File: config.mk
export PLATFORM = sky130hd
export DESIGN_NAME = clk_gate_sequencer
export DESIGN_NICKNAME = d
export VERILOG_FILES = /design/src/rtl/clk_gate_seq_pkg.sv /design/src/rtl/clk_gate_domain_fsm.sv /design/src/rtl/clk_gate_sequencer.sv
export SDC_FILE = /design/constraint.sdc
export NUM_CORES = 1
export LEC_CHECK = 0
export ABC_AREA = 1
export BUFFER_PORTS_ARGS = -buffer_cell sky130_fd_sc_hd__buf_2
export CAP_MARGIN = 20
export CORE_MARGIN = 2
export CORE_UTILIZATION = 53
export DETAILED_ROUTE_END_ITERATION = 12
export GPL_TIMING_DRIVEN = 0
export PLACE_DENSITY = 0.72
export SLEW_MARGIN = 5
export SYNTH_ARGS = -nofsm -noshare
export SYNTH_HDL_FRONTEND = slang
export SYNTH_SLANG_ARGS = --single-unit
File: constraint.sdc
create_clock -name clk_i -period 4.7 [get_ports clk_i]
set_input_delay 1.175 -clock clk_i [delete_from_list [all_inputs] [get_ports clk_i]]
set_output_delay 1.175 -clock clk_i [all_outputs]
set_load 0.1 [all_outputs]
File: src/rtl/clk_gate_seq_pkg.sv
// Shared types and helpers for the clock-gate sequencer.
package clk_gate_seq_pkg;

   // Per-domain clock state: OFF (gated), SETTLE (clock running, not yet acked),
   // ON (running and acked), DRAIN (idle countdown towards gate-off).
   typedef enum logic [1:0] {
      OFF    = 2'd0,
      SETTLE = 2'd1,
      ON     = 2'd2,
      DRAIN  = 2'd3
   } dom_state_e;

   // Bits needed by a down-counter that is loaded with (cycles-1); never below 1.
   function automatic int cnt_w(input int cycles);
      return (cycles <= 2) ? 1 : $clog2(cycles);
   endfunction

endpackage

File: src/rtl/clk_gate_domain_fsm.sv
// One gated clock domain: OFF -> SETTLE -> ON <-> DRAIN -> OFF.
// req_i here is the combined request (req | force_on) built by the top.
module clk_gate_domain_fsm
   import clk_gate_seq_pkg::*;
#(
   parameter int SETTLE_CYCLES = 2,
   parameter int IDLE_W        = 8
) (
   input  logic              clk_i,
   input  logic              rst_ni,
   input  logic              req_i,
   input  logic              busy_i,
   input  logic              grant_i,
   input  logic [IDLE_W-1:0] idle_thresh_i,
   output logic              cand_o,
   output logic              gate_en_o,
   output logic              ack_o,
   output dom_state_e        state_o
);

   localparam int            SW          = cnt_w(SETTLE_CYCLES);
   localparam logic [SW-1:0] SETTLE_LOAD = SW'(SETTLE_CYCLES - 1);

   dom_state_e        state_q, state_d;
   logic [SW-1:0]     settle_q, settle_d;
   logic [IDLE_W-1:0] idle_q, idle_d;
   logic              gate_q, ack_q;

   // Next-state logic: SETTLE always runs to completion; DRAIN gives priority
   // to a new request, then to activity, then to the idle timeout.
   always_comb begin
      state_d  = state_q;
      settle_d = settle_q;
      idle_d   = idle_q;
      case (state_q)
         OFF: begin
            if (req_i && grant_i) begin
               state_d  = SETTLE;
               settle_d = SETTLE_LOAD;
            end
         end
         SETTLE: begin
            if (settle_q == '0) state_d = ON;
            else                settle_d = settle_q - 1'b1;
         end
         ON: begin
            if (!req_i && !busy_i) begin
               state_d = DRAIN;
               idle_d  = idle_thresh_i;
            end
         end
         DRAIN: begin
            if (req_i)              state_d = ON;
            else if (busy_i)        idle_d  = idle_thresh_i;
            else if (idle_q == '0)  state_d = OFF;
            else                    idle_d  = idle_q - 1'b1;
         end
         default: state_d = OFF;
      endcase
   end

   // State, counters and registered output decodes (glitch-free gate enable).
   always_ff @(posedge clk_i or negedge rst_ni) begin
      if (!rst_ni) begin
         state_q  <= OFF;
         settle_q <= '0;
         idle_q   <= '0;
         gate_q   <= 1'b0;
         ack_q    <= 1'b0;
      end else begin
         state_q  <= state_d;
         settle_q <= settle_d;
         idle_q   <= idle_d;
         gate_q   <= (state_d != OFF);
         ack_q    <= (state_d == ON) || (state_d == DRAIN);
      end
   end

   assign cand_o    = (state_q == OFF) && req_i;
   assign gate_en_o = gate_q;
   assign ack_o     = ack_q;
   assign state_o   = state_q;

endmodule

File: src/rtl/clk_gate_sequencer.sv
// Clock-gate sequencer: per-domain FSMs, a round-robin wake arbiter with a
// stagger counter spacing successive grants, and the scan-mode override.
// Handshake: req_i is a level (four-phase); ack_o rises once the domain clock
// is settled and falls only on the same edge as gate_en_o; the requester waits
// for ack_o=0 before raising req_i again, otherwise it is taken as a new request.
module clk_gate_sequencer
   import clk_gate_seq_pkg::*;
#(
   parameter int NUM_DOMAINS    = 4,
   parameter int IDLE_W         = 8,
   parameter int SETTLE_CYCLES  = 2,
   parameter int STAGGER_CYCLES = 3
) (
   input  logic                   clk_i,
   input  logic                   rst_ni,
   input  logic [NUM_DOMAINS-1:0] req_i,
   input  logic [NUM_DOMAINS-1:0] busy_i,
   input  logic [NUM_DOMAINS-1:0] force_on_i,
   input  logic [IDLE_W-1:0]      idle_thresh_i,
   input  logic                   test_en_i,
   output logic [NUM_DOMAINS-1:0] gate_en_o,
   output logic [NUM_DOMAINS-1:0] ack_o
);

   localparam int               PTR_W        = (NUM_DOMAINS > 1) ? $clog2(NUM_DOMAINS) : 1;
   localparam int               STG_W        = cnt_w(STAGGER_CYCLES);
   localparam logic [STG_W-1:0] STAGGER_LOAD = STG_W'(STAGGER_CYCLES - 1);

   logic [NUM_DOMAINS-1:0] r, cand, grant, dom_gate, dom_ack;
   dom_state_e             dom_state [NUM_DOMAINS];
   logic [PTR_W-1:0]       rr_ptr_q, rr_ptr_d;
   logic [STG_W-1:0]       stagger_q, stagger_d;

   assign r = req_i | force_on_i;

   // Round-robin pick of the first candidate at or after the pointer, only
   // while the stagger counter is idle; a grant reloads the stagger counter.
   always_comb begin
      int   idx;
      logic found;
      grant     = '0;
      rr_ptr_d  = rr_ptr_q;
      stagger_d = stagger_q;
      idx       = 0;
      found     = 1'b0;
      if (stagger_q != '0) begin
         stagger_d = stagger_q - 1'b1;
      end else begin
         for (int i = 0; i < NUM_DOMAINS; i++) begin
            idx = (int'(rr_ptr_q) + i) % NUM_DOMAINS;
            if (!found && cand[idx]) begin
               found      = 1'b1;
               grant[idx] = 1'b1;
               rr_ptr_d   = PTR_W'((idx + 1) % NUM_DOMAINS);
               stagger_d  = STAGGER_LOAD;
            end
         end
      end
   end

   // Arbiter pointer and stagger counter registers.
   always_ff @(posedge clk_i or negedge rst_ni) begin
      if (!rst_ni) begin
         rr_ptr_q  <= '0;
         stagger_q <= '0;
      end else begin
         rr_ptr_q  <= rr_ptr_d;
         stagger_q <= stagger_d;
      end
   end

   for (genvar g = 0; g < NUM_DOMAINS; g++) begin : g_dom
      clk_gate_domain_fsm #(
         .SETTLE_CYCLES (SETTLE_CYCLES),
         .IDLE_W        (IDLE_W)
      ) u_dom (
         .clk_i         (clk_i),
         .rst_ni        (rst_ni),
         .req_i         (r[g]),
         .busy_i        (busy_i[g]),
         .grant_i       (grant[g]),
         .idle_thresh_i (idle_thresh_i),
         .cand_o        (cand[g]),
         .gate_en_o     (dom_gate[g]),
         .ack_o         (dom_ack[g]),
         .state_o       (dom_state[g])
      );

      // Only a gated-off domain may compete for a wake grant.
      a_cand_off: assert property (@(posedge clk_i) disable iff (!rst_ni)
                                   cand[g] |-> dom_state[g] == OFF);
   end

   // At most one wake grant per cycle.
   a_one_grant: assert property (@(posedge clk_i) disable iff (!rst_ni) $onehot0(grant));

   assign gate_en_o = dom_gate | {NUM_DOMAINS{test_en_i}};
   assign ack_o     = dom_ack;

endmodule
After elaboration in Yosys (flattened, before gate mapping)
Cells that the tools add are included.
{"block": "word_totals", "reg_bits": 56, "input_bits": 23, "wordCells": 261}
{"block": "op_classes", "n_addsub": 15, "n_lt_le_gt_ge": 8, "eq_ne": 36, "mux": 102, "bitwise": 9, "reduce_logical": 69}
{"op": "2-to-1 mux 8 bit", "count": 16}
{"op": "2-to-1 mux 2 bit", "count": 33}
{"op": "one-hot mux 8 bit (2 select lines)", "count": 4}
{"op": "== test 2 bit (second input constant)", "count": 16}
{"op": "zero test 8 bit", "count": 4}
{"op": "2-to-1 mux 4 bit", "count": 8}
{"op": "one-hot mux 2 bit (4 select lines)", "count": 4}
{"op": "subtractor 8 x 1 -> 8 bit (second input constant)", "count": 4}
{"op": "nonzero test 2 bit", "count": 13}
{"op": "2-to-1 mux 1 bit", "count": 25}
{"op": "OR 4 bit", "count": 5}
{"op": "logical AND 1 bit", "count": 19}
{"op": "inequality test 2 x 1 -> 1 bit (second input constant)", "count": 8}
{"op": "AND reduction 4 bit", "count": 4}
{"op": "less-than comparator 3 x 4 -> 1 bit (second input constant)", "count": 3}
{"op": "inequality test 3 bit (second input constant)", "count": 4}
{"op": "zero test 1 bit", "count": 11}
{"op": "adder 2 bit (second input constant)", "count": 5}
{"op": "AND reduction 2 bit", "count": 5}
{"op": ">= comparator 3 x 1 -> 1 bit (second input constant)", "count": 3}
{"op": "binary-select mux 1 bit (select 2 bit)", "count": 4}
{"op": "demux 1 bit (select 2 bit)", "count": 4}
{"op": "== test 2 x 1 -> 1 bit (second input constant)", "count": 4}
{"op": "zero test 2 bit", "count": 4}
{"op": "other kinds (13)", "count": 29}

Logic depth before layout (Yosys ltp)
Gate-level depths: netlist (run 1).
{"block": "logic_depth", "word_depth": 23, "depth_mapped": 13, "mapped_depth_nobuf": 13}

Cells and area by module
From an unflattened synthesis (run 1), not the netlist that was laid out.
{"block": "hier_totals", "cells_unflattened": 589, "area_unflattened_um2": 4254.1}
{"mod": "clk_gate_domain_fsm", "n_inst": 4, "cells_per_inst": 118, "area_each_um2": 882.1}
{"mod": "clk_gate_sequencer", "n_inst": 1, "cells_per_inst": 117, "area_each_um2": 725.7}

Worst setup path after synthesis (run 1)
No wires, ideal clock.
{"block": "synth_timing", "path_type": "input to output", "startpoint": "input test_en_i", "endpoint": "output gate_en_o[0]", "arrival_ns": 1.683, "required_ns": 3.525, "slack_ns": 1.842, "stages": 1, "cell_sequence": "or2_2"}
{"block": "synth_between", "elab_chain_cells": 1}
{"element": "from (decl)", "line": "clk_gate_sequencer.sv:20", "rtl": "input logic test_en_i,"}
{"element": "OR 4 bit", "line": "clk_gate_sequencer.sv:97", "rtl": "assign gate_en_o = dom_gate | {NUM_DOMAINS{test_en_i}};"}
{"element": "to (decl)", "line": "clk_gate_sequencer.sv:21", "rtl": "output logic [NUM_DOMAINS-1:0] gate_en_o,"}
Every way passes these cells.

Final worst setup path (run 1)
{"block": "layout_timing", "startpoint": "input test_en_i", "endpoint": "output gate_en_o[1]"}
Same word-level chain as after synthesis.

==> flow_summary_export.csv, run 1 <==
group,metric,value,unit
die,die_area,7780,µm²
die,initial_core_util,0.550,
placed_design,portBuffers,30,
power_and_ir_drop,power,2.85,mW
global_routing,met2_usage,0.358,
timing,drv_slew,0,
clock_network,cts_made_buffers,5,
clock_network,clock_path_buffers,2,
setup_path,path_class,"primary input to primary output",
setup_path,crit_top_cell,"buf_2",
logic_synthesis,syn_inst,493,
power_and_ir_drop,p_leak,2.02,nW
die,fp.dieH,88.2,µm
setup_path,crit_slowest_cell,"or2_2",
logic_synthesis,synth_area,3760,µm²
global_routing,grt_pass1_vias,3026,
setup_path,arrival,1900,ps
setup_path,reg2reg_to,"g_dom[1].u_dom.settle_q$_DFFE_PN0P_",
placed_design,dpl.hpwl,6340,µm
power_and_ir_drop,p_seq_frac,0.326,
routing,wirelength,8190,µm
timing,fmax,325,MHz
final_layout,multiInputGateArea,2070,µm²
routing,drtIter0Drc,171,
placed_design,dpl_cell_area,4050,µm²
global_routing,met3_usage,0.0345,
clock_network,cts.repair.resized,0,
min_path,min_path_cells,2,
final_layout,n_fill_cell,666,
logic_synthesis,synth_top_area_frac,0.373,
clock_network,clock-sinks,56,
timing,fin_skew,6.43,ps
setup_path,path_cells,"buf_2 -> or2_2 -> buf_2",
setup_path,regToRegStartpoint,"rr_ptr_q[1]$_DFFE_PN0P_",
timing,post-route-period-util,0.654,
clock_network,cts_tree,"built",
routing,drt.antenna.violating_nets,0,
clock_network,clock_latency,310,ps
global_routing,grt_max_degree,36,
logic_synthesis,synth-seq-cells,56,
timing,period_minus_slack,3070,ps
die,io_pins,31,
setup_path,crit_path_end,"gate_en_o[1]",
power_and_ir_drop,swShare,0.511,
setup_path,cpPeakStageDelay,300,ps
final_layout,final_common_cell,"nand2_1",
timing,final-hold-violation-count,0,
setup_path,cp-startpoint,"test_en_i",
clock_network,cts-htree-levels,2,
setup_path,cp-start-kind,"primary input",
clock_network,root_buffer,"clkbuf_8",
timing,worst_pin_slew,549,ps
power_and_ir_drop,peakVddDrop,0.000276,V
routing,route.vias.total,3314,
power_and_ir_drop,clock_power_share,0.100,
routing,wire_per_inst,13.1,µm
power_and_ir_drop,switchingPower,1.45,mW
logic_synthesis,yosysWarnings,0,
setup_path,reg2reg_slack,2450,ps
final_layout,nNetsFinal,572,
clock_network,ctsHoldBuffers,0,
routing,drc,0,
setup_path,r2r_cells,11,
final_layout,area_growth,10.3,%
timing,rsz0062_at_grt,"false",
timing,relSlewSlack,0.634,
setup_path,crit_path_max_fanout,4,
final_layout,layout-drive-gt1-share,0.162,
placed_design,globalplace.congestion,0.903,
global_routing,track_usage,0.230,
routing,viasPerCell,5.29,
logic_synthesis,syn_avg_cell_area,7.63,µm²
timing,setup_viol_count_final,0,
power_and_ir_drop,pwr-share-comb,0.573,
global_routing,overflow,0,
final_layout,final_area,4150,µm²
logic_synthesis,synthTopCellsByArea,"dfrtp_1, nand2_1, ha_1, nor2_1, inv_1",
clock_network,clk_pin_slew,100,ps
logic_synthesis,synth_top_area_cell,"dfrtp_1",
global_routing,gr-max-usage-layer,"met2",
logic_synthesis,ys_types,34,
logic_synthesis,synth.yosys.seq_area_share,0.373,
die,die_x,88.2,µm
setup_path,required,3520,ps
final_layout,ff_latch_area,1400,µm²
run_status,status,"completed",
flow_run,cap_violations,0,
final_layout,final_cell_mix,"nand2_1, nor2_1, inv_1, dfrtp_1",
power_and_ir_drop,powerDensity,686,nW/µm²
die,placementRows,30,
global_routing,grt_pass1_wl,14100,µm
global_routing,grtUsageMet1,0.335,
power_and_ir_drop,internal-power,1.39,mW
logic_synthesis,syn-num-nets,534,
setup_path,cp-end-kind,"primary output",
global_routing,antenna_found_initial,0,
min_path,min_path_type,"flop to flop",
die,core_region_area,6830,µm²
clock_network,post_cts_buffers,0,
timing,finalSetupTns,0,ps
final_layout,antenna_cells,0,
routing,first_pass_iters,5,
cell usage after synthesis, drive strengths merged:
cell type / number
nand2: 99
nor2: 65
inv: 61
dfrtp: 56
nand3: 44
o21ai: 42
nor3: 25
a21oi: 18
ha: 18
o211ai: 11
xor2: 11
buf: 10
o22ai: 7
nand4: 6
nand3b: 5
a31oi: 4
or2: 4
a22oi: 2
o21a: 1
o221ai: 1
o311ai: 1
o31ai: 1
xnor2: 1
how the worst min path moves through the flow:
stage	slack [ps]	to	startpoint
2_1_floorplan	480	stagger_q[1]$_DFFE_PN0P_	stagger_q[1]$_DFFE_PN0P_
3_3_place_gp	500	stagger_q[1]$_DFFE_PN0P_	stagger_q[1]$_DFFE_PN0P_
3_5_place_dp	520	g_dom[1].u_dom.settle_q$_DFFE_PN0P_	g_dom[1].u_dom.settle_q$_DFFE_PN0P_
4_1_cts	540	g_dom[1].u_dom.settle_q$_DFFE_PN0P_	g_dom[1].u_dom.settle_q$_DFFE_PN0P_
5_1_grt	570	g_dom[1].u_dom.settle_q$_DFFE_PN0P_	g_dom[1].u_dom.settle_q$_DFFE_PN0P_
6_report	540	g_dom[1].u_dom.settle_q$_DFFE_PN0P_	g_dom[1].u_dom.settle_q$_DFFE_PN0P_
kinds of logic after synthesis:
kind of cell	Yosys count	synth area share
AO/OA/AOI/OAI	88	0.137
XOR/XNOR	12	0.0280
flip-flops	56	0.373
AND/OR/NAND/NOR	248	0.325
adder cells (fa/ha/maj)	18	0.0599
buffers and inverters	71	0.0769
final cells by class:
type                       instances  area share
multi-input combinational        366       0.499
sequential                        56       0.338
inverter                          61      0.0552
timing repair buffer              31      0.0410
tap                               96      0.0290
clock buffer                       7      0.0232
buffer                            10      0.0145
registers in the layout (all words and copies together), names as in the netlist:
| name | flops |
|---|---|
| rr_ptr_q | 2 |
| g_dom.u_dom.ack_o | 4 |
| stagger_q | 2 |
| g_dom.u_dom.gate_en_o | 4 |
| g_dom.u_dom.settle_q | 4 |
| g_dom.u_dom.idle_q | 32 |
| g_dom.u_dom.state_o | 8 |
metrics by stage:
stage,utilization,hold WS (ps),cells,setup slack (ps)
after floorplan,-,484,493,1840
after global placement,0.590,503,619,1630
after detailed placement,0.593,520,620,1630
after CTS,0.607,538,627,1620
after global routing,0.607,565,627,1620
final,0.607,535,627,1630
per-layer routing:
metal,routed length [µm],up-vias
li1,-,1720
met1,3970,1516
met2,3800,66
met3,278,12
met4,140,0
met5,0,-
worst max-delay path: cells and delay by family:
kind,cells,cell delay (ps)
buf+inv,2,430
simple gates,1,300
power groups by stage:
stage | logic [mW] | clock network (mW) | registers (mW)
after detailed placement | 1.63 | 0 | 0.935
final | 1.63 | 0.286 | 0.928
after global placement | 1.59 | 0 | 0.928
after global routing | 1.84 | 0.318 | 0.962
after floorplan | 1.34 | 0 | 0.885
after CTS | 1.64 | 0.297 | 0.926
(Power assumes the default switching activity.)
==> run 2, diff against run 1 <==
- ABC_AREA: 1 -> 0
- PLACE_DENSITY: 0.72 -> 0.75
- clock period: 4.7 -> 2.6 ns (I/O delays scaled with it)
==> run 2 against run 1 <==
  * Cell count fell by 6.7%
  * Combinational power fell by 38%
  * Flip-flop and latch count did not move
  * Area after synthesis rose by 1.1%
  * Worst hold slack got worse by 150 ps
  * Count of clock-buffer cells in the layout fell by 2
  * Via count rose by 8.0%
  * Clock skew rose by 4.4 ps
  * Sequential share of layout area fell by 1.4 points
  * Critical endpoint is now rr_ptr_q[1]$_DFFE_PN0P_
  * Highest routed layer unchanged
==> flow_summary_export.csv, run 2 <==
group,metric,value,unit
setup_path,reg2reg_slack,70,ps
global_routing,grt_max_degree,33,
routing,viasPerCell,6.12,
logic_synthesis,yosysWarnings,0,
routing,route.vias.total,3580,
final_layout,regMostFlops,"g_dom.u_dom.idle_q",
logic_synthesis,synth_top_area_frac,0.369,
setup_path,path_class,"flop to flop",
clock_network,clk_pin_slew,120,ps
logic_synthesis,synth_top_area_cell,"dfrtp_1",
power_and_ir_drop,internal-power,1.67,mW
clock_network,clock_path_buffers,2,
setup_path,crit_slowest_cell,"mux4_2",
clock_network,cts_tree,"built",
logic_synthesis,postSynth.asyncResetShare,1.00,
die,die_area,7870,µm²
routing,drc,0,
placed_design,globalplace.congestion,0.919,
die,die_x,88.7,µm
setup_path,cp_num_buf_inv,4,
placed_design,portBuffers,30,
timing,relSlewSlack,0.497,
timing,final-hold-violation-count,0,
die,io_pins,31,
die,core_region_area,6870,µm²
power_and_ir_drop,p_seq_frac,0.446,
clock_network,cts_made_buffers,5,
final_layout,final_cell_mix,"dfrtp_1, a21oi_1, nor2_1, o21ai_0, nand2_1",
logic_synthesis,synthTopCellsByArea,"dfrtp_1, ha_1, a21oi_1, o21ai_0, nor2_1",
setup_path,regToRegStartpoint,"rr_ptr_q[0]$_DFFE_PN0P_",
final_layout,final_area,4340,µm²
setup_path,cp-end-kind,"flop",
logic_synthesis,yosysMostFrequentCell,"dfrtp_1",
global_routing,grt_pass1_wl,15800,µm
power_and_ir_drop,p_leak,1.75,nW
logic_synthesis,ys_types,57,
timing,worst_pin_slew,755,ps
run_status,status,"completed",
routing,drtIter0Drc,247,
routing,drt.antenna.violating_nets,0,
logic_synthesis,synth.top_cells.by_count,"dfrtp_1, nor2_1, a21oi_1",
timing,drv_slew,0,
final_layout,final_common_cell,"dfrtp_1",
final_layout,area_growth,14.2,%
clock_network,ctsHoldBuffers,0,
setup_path,crit_path_max_fanout,10,
logic_synthesis,synth-edff-count,0,
placed_design,dpl.hpwl,7010,µm
die,fp.dieH,88.7,µm
final_layout,antenna_cells,0,
final_layout,nNetsFinal,529,
power_and_ir_drop,power,2.76,mW
power_and_ir_drop,swShare,0.394,
setup_path,reg2reg_to,"rr_ptr_q[1]$_DFFE_PN0P_",
final_layout,stdcell_count,585,
placed_design,dpl_cell_area,4090,µm²
die,initial_core_util,0.554,
clock_network,clock-sinks,56,
power_and_ir_drop,pwr-share-comb,0.367,
setup_path,cp-startpoint,"rr_ptr_q[0]$_DFFE_PN0P_",
setup_path,critical-path-top-delay-family,"buffers and inverters",
setup_path,arrival,2740,ps
timing,fin_skew,10.8,ps
setup_path,cp.depth,9,
final_layout,layout-drive-gt1-share,0.219,
flow_run,cap_violations,0,
setup_path,r2r_cells,9,
setup_path,cp-start-kind,"flop",
placed_design,place_worst_setup_slack,-405,ps
final_layout,largest_reg_flops,32,
setup_path,cpPeakStageDelay,570,ps
power_and_ir_drop,clock_power_share,0.187,
timing,period_minus_slack,2530,ps
global_routing,grt_pass1_vias,3245,
logic_synthesis,synth.yosys.seq_area_share,0.369,
logic_synthesis,syn-num-nets,485,
clock_network,root_buffer,"clkbuf_8",
timing,fmax,395,MHz
setup_path,required,2810,ps
setup_path,path_cells,"buf_12 -> clkinvlp_4 -> ha_1 -> buf_6 -> mux4_2 -> buf_4 -> or3_1 -> a31oi_1 -> o22ai_1",
global_routing,overflow,0,
power_and_ir_drop,switchingPower,1.09,mW
die,placementRows,30,
routing,wire_per_inst,16.6,µm
logic_synthesis,synth_area,3800,µm²
timing,post-route-period-util,0.974,
placed_design,place_inst,571,
timing,setup_viol_count_final,0,
global_routing,antenna_found_initial,0,
routing,wirelength,9730,µm
clock_network,cts-htree-levels,2,
logic_synthesis,syn_avg_cell_area,8.56,µm²
min_path,min_path_type,"primary input to asynchronous set/reset pin",
logic_synthesis,synth_top_flop_cell,"dfrtp_1",
power_and_ir_drop,powerDensity,635,nW/µm²
setup_path,crit_path_end,"rr_ptr_q[1]$_DFFE_PN0P_",
logic_synthesis,syn_inst,444,
routing,first_pass_iters,4,
power_and_ir_drop,peakVddDrop,0.000328,V
global_routing,track_usage,0.257,
logic_synthesis,synth-seq-cells,56,
timing,setup_ws,68.0,ps
clock_network,clock_latency,320,ps
run 2: per-stage QoR:
stage	TNS [ps]	hold WS [ps]	utilization
after CTS	0	409	0.619
after detailed placement	-4260	505	0.596
after global placement	-3470	495	0.593
final	0	383	0.632
after global routing	-51.1	451	0.632
after floorplan	0	354	-
run 2: final cells by class:
type	instances	area, µm²
clock inverters	3	21.3
repair buffers	39	230
fillers	626	2530
inverters	24	93.8
flip-flops and latches	56	1410
plain buffers	20	135
multi-input cells	342	2270
well taps	96	120
clock buffers	5	68.8
run 2: power by group through the flow:
stage,logic (mW),registers (mW),clock network (mW)
after floorplan,0.685,1.19,0
after global placement,0.852,1.23,0
after detailed placement,0.891,1.24,0
after CTS,0.950,1.22,0.528
after global routing,1.14,1.26,0.555
final,1.01,1.23,0.515
run 2: kinds of logic after synthesis:
family | count (synthesis) | share of synthesized area
adders and majority gates | 18 | 0.0592
AOI/OAI and AO/OA | 142 | 0.240
and+or+nand+nor | 173 | 0.238
buffers and inverters | 46 | 0.0550
xor gates and xnor gates | 1 | 0.00230
DFF | 56 | 0.369
muxes | 8 | 0.0375
run 2: worst reg2reg max path, cell delays in order, from the launching register on:
cell and delay, ps:
dfrtp_2 410, buf_12 150, clkinvlp_4 110, ha_1 300, buf_6 140, mux4_2 570
buf_4 180, or3_1 300, a31oi_1 170, o22ai_1 100
run 2: worst min path at each step:
stage | from | endpoint | cells past startpoint
floorplan | rst_ni | g_dom[0].u_dom.ack_o$_DFF_PN0_ | 0
global placement | g_dom[1].u_dom.idle_q[4]$_DFFE_PN0P_ | g_dom[1].u_dom.idle_q[4]$_DFFE_PN0P_ | 2
detailed placement | g_dom[3].u_dom.idle_q[5]$_DFFE_PN0P_ | g_dom[3].u_dom.idle_q[5]$_DFFE_PN0P_ | 1
CTS | rst_ni | g_dom[2].u_dom.ack_o$_DFF_PN0_ | 1
global route | rst_ni | g_dom[1].u_dom.idle_q[5]$_DFFE_PN0P_ | 1
finish | rst_ni | g_dom[2].u_dom.ack_o$_DFF_PN0_ | 1
run 2: metal layers:
metal  GRT usage  vias to the layer above  routed length (µm)
met5           0                        -                   0
met4      0.0606                        0                 129
met3      0.0364                       13                 487
met2       0.416                      106                4710
met1       0.366                     1740                4400
li1            -                     1721                   -
run 2: timing repair:
action                     in CTS  in global routing
resized for setup               7                 24
setup endpoints to repair      20                 29
hold endpoints to repair        0                  0
pin swaps                       5                  4
setup buffers                   6                  2
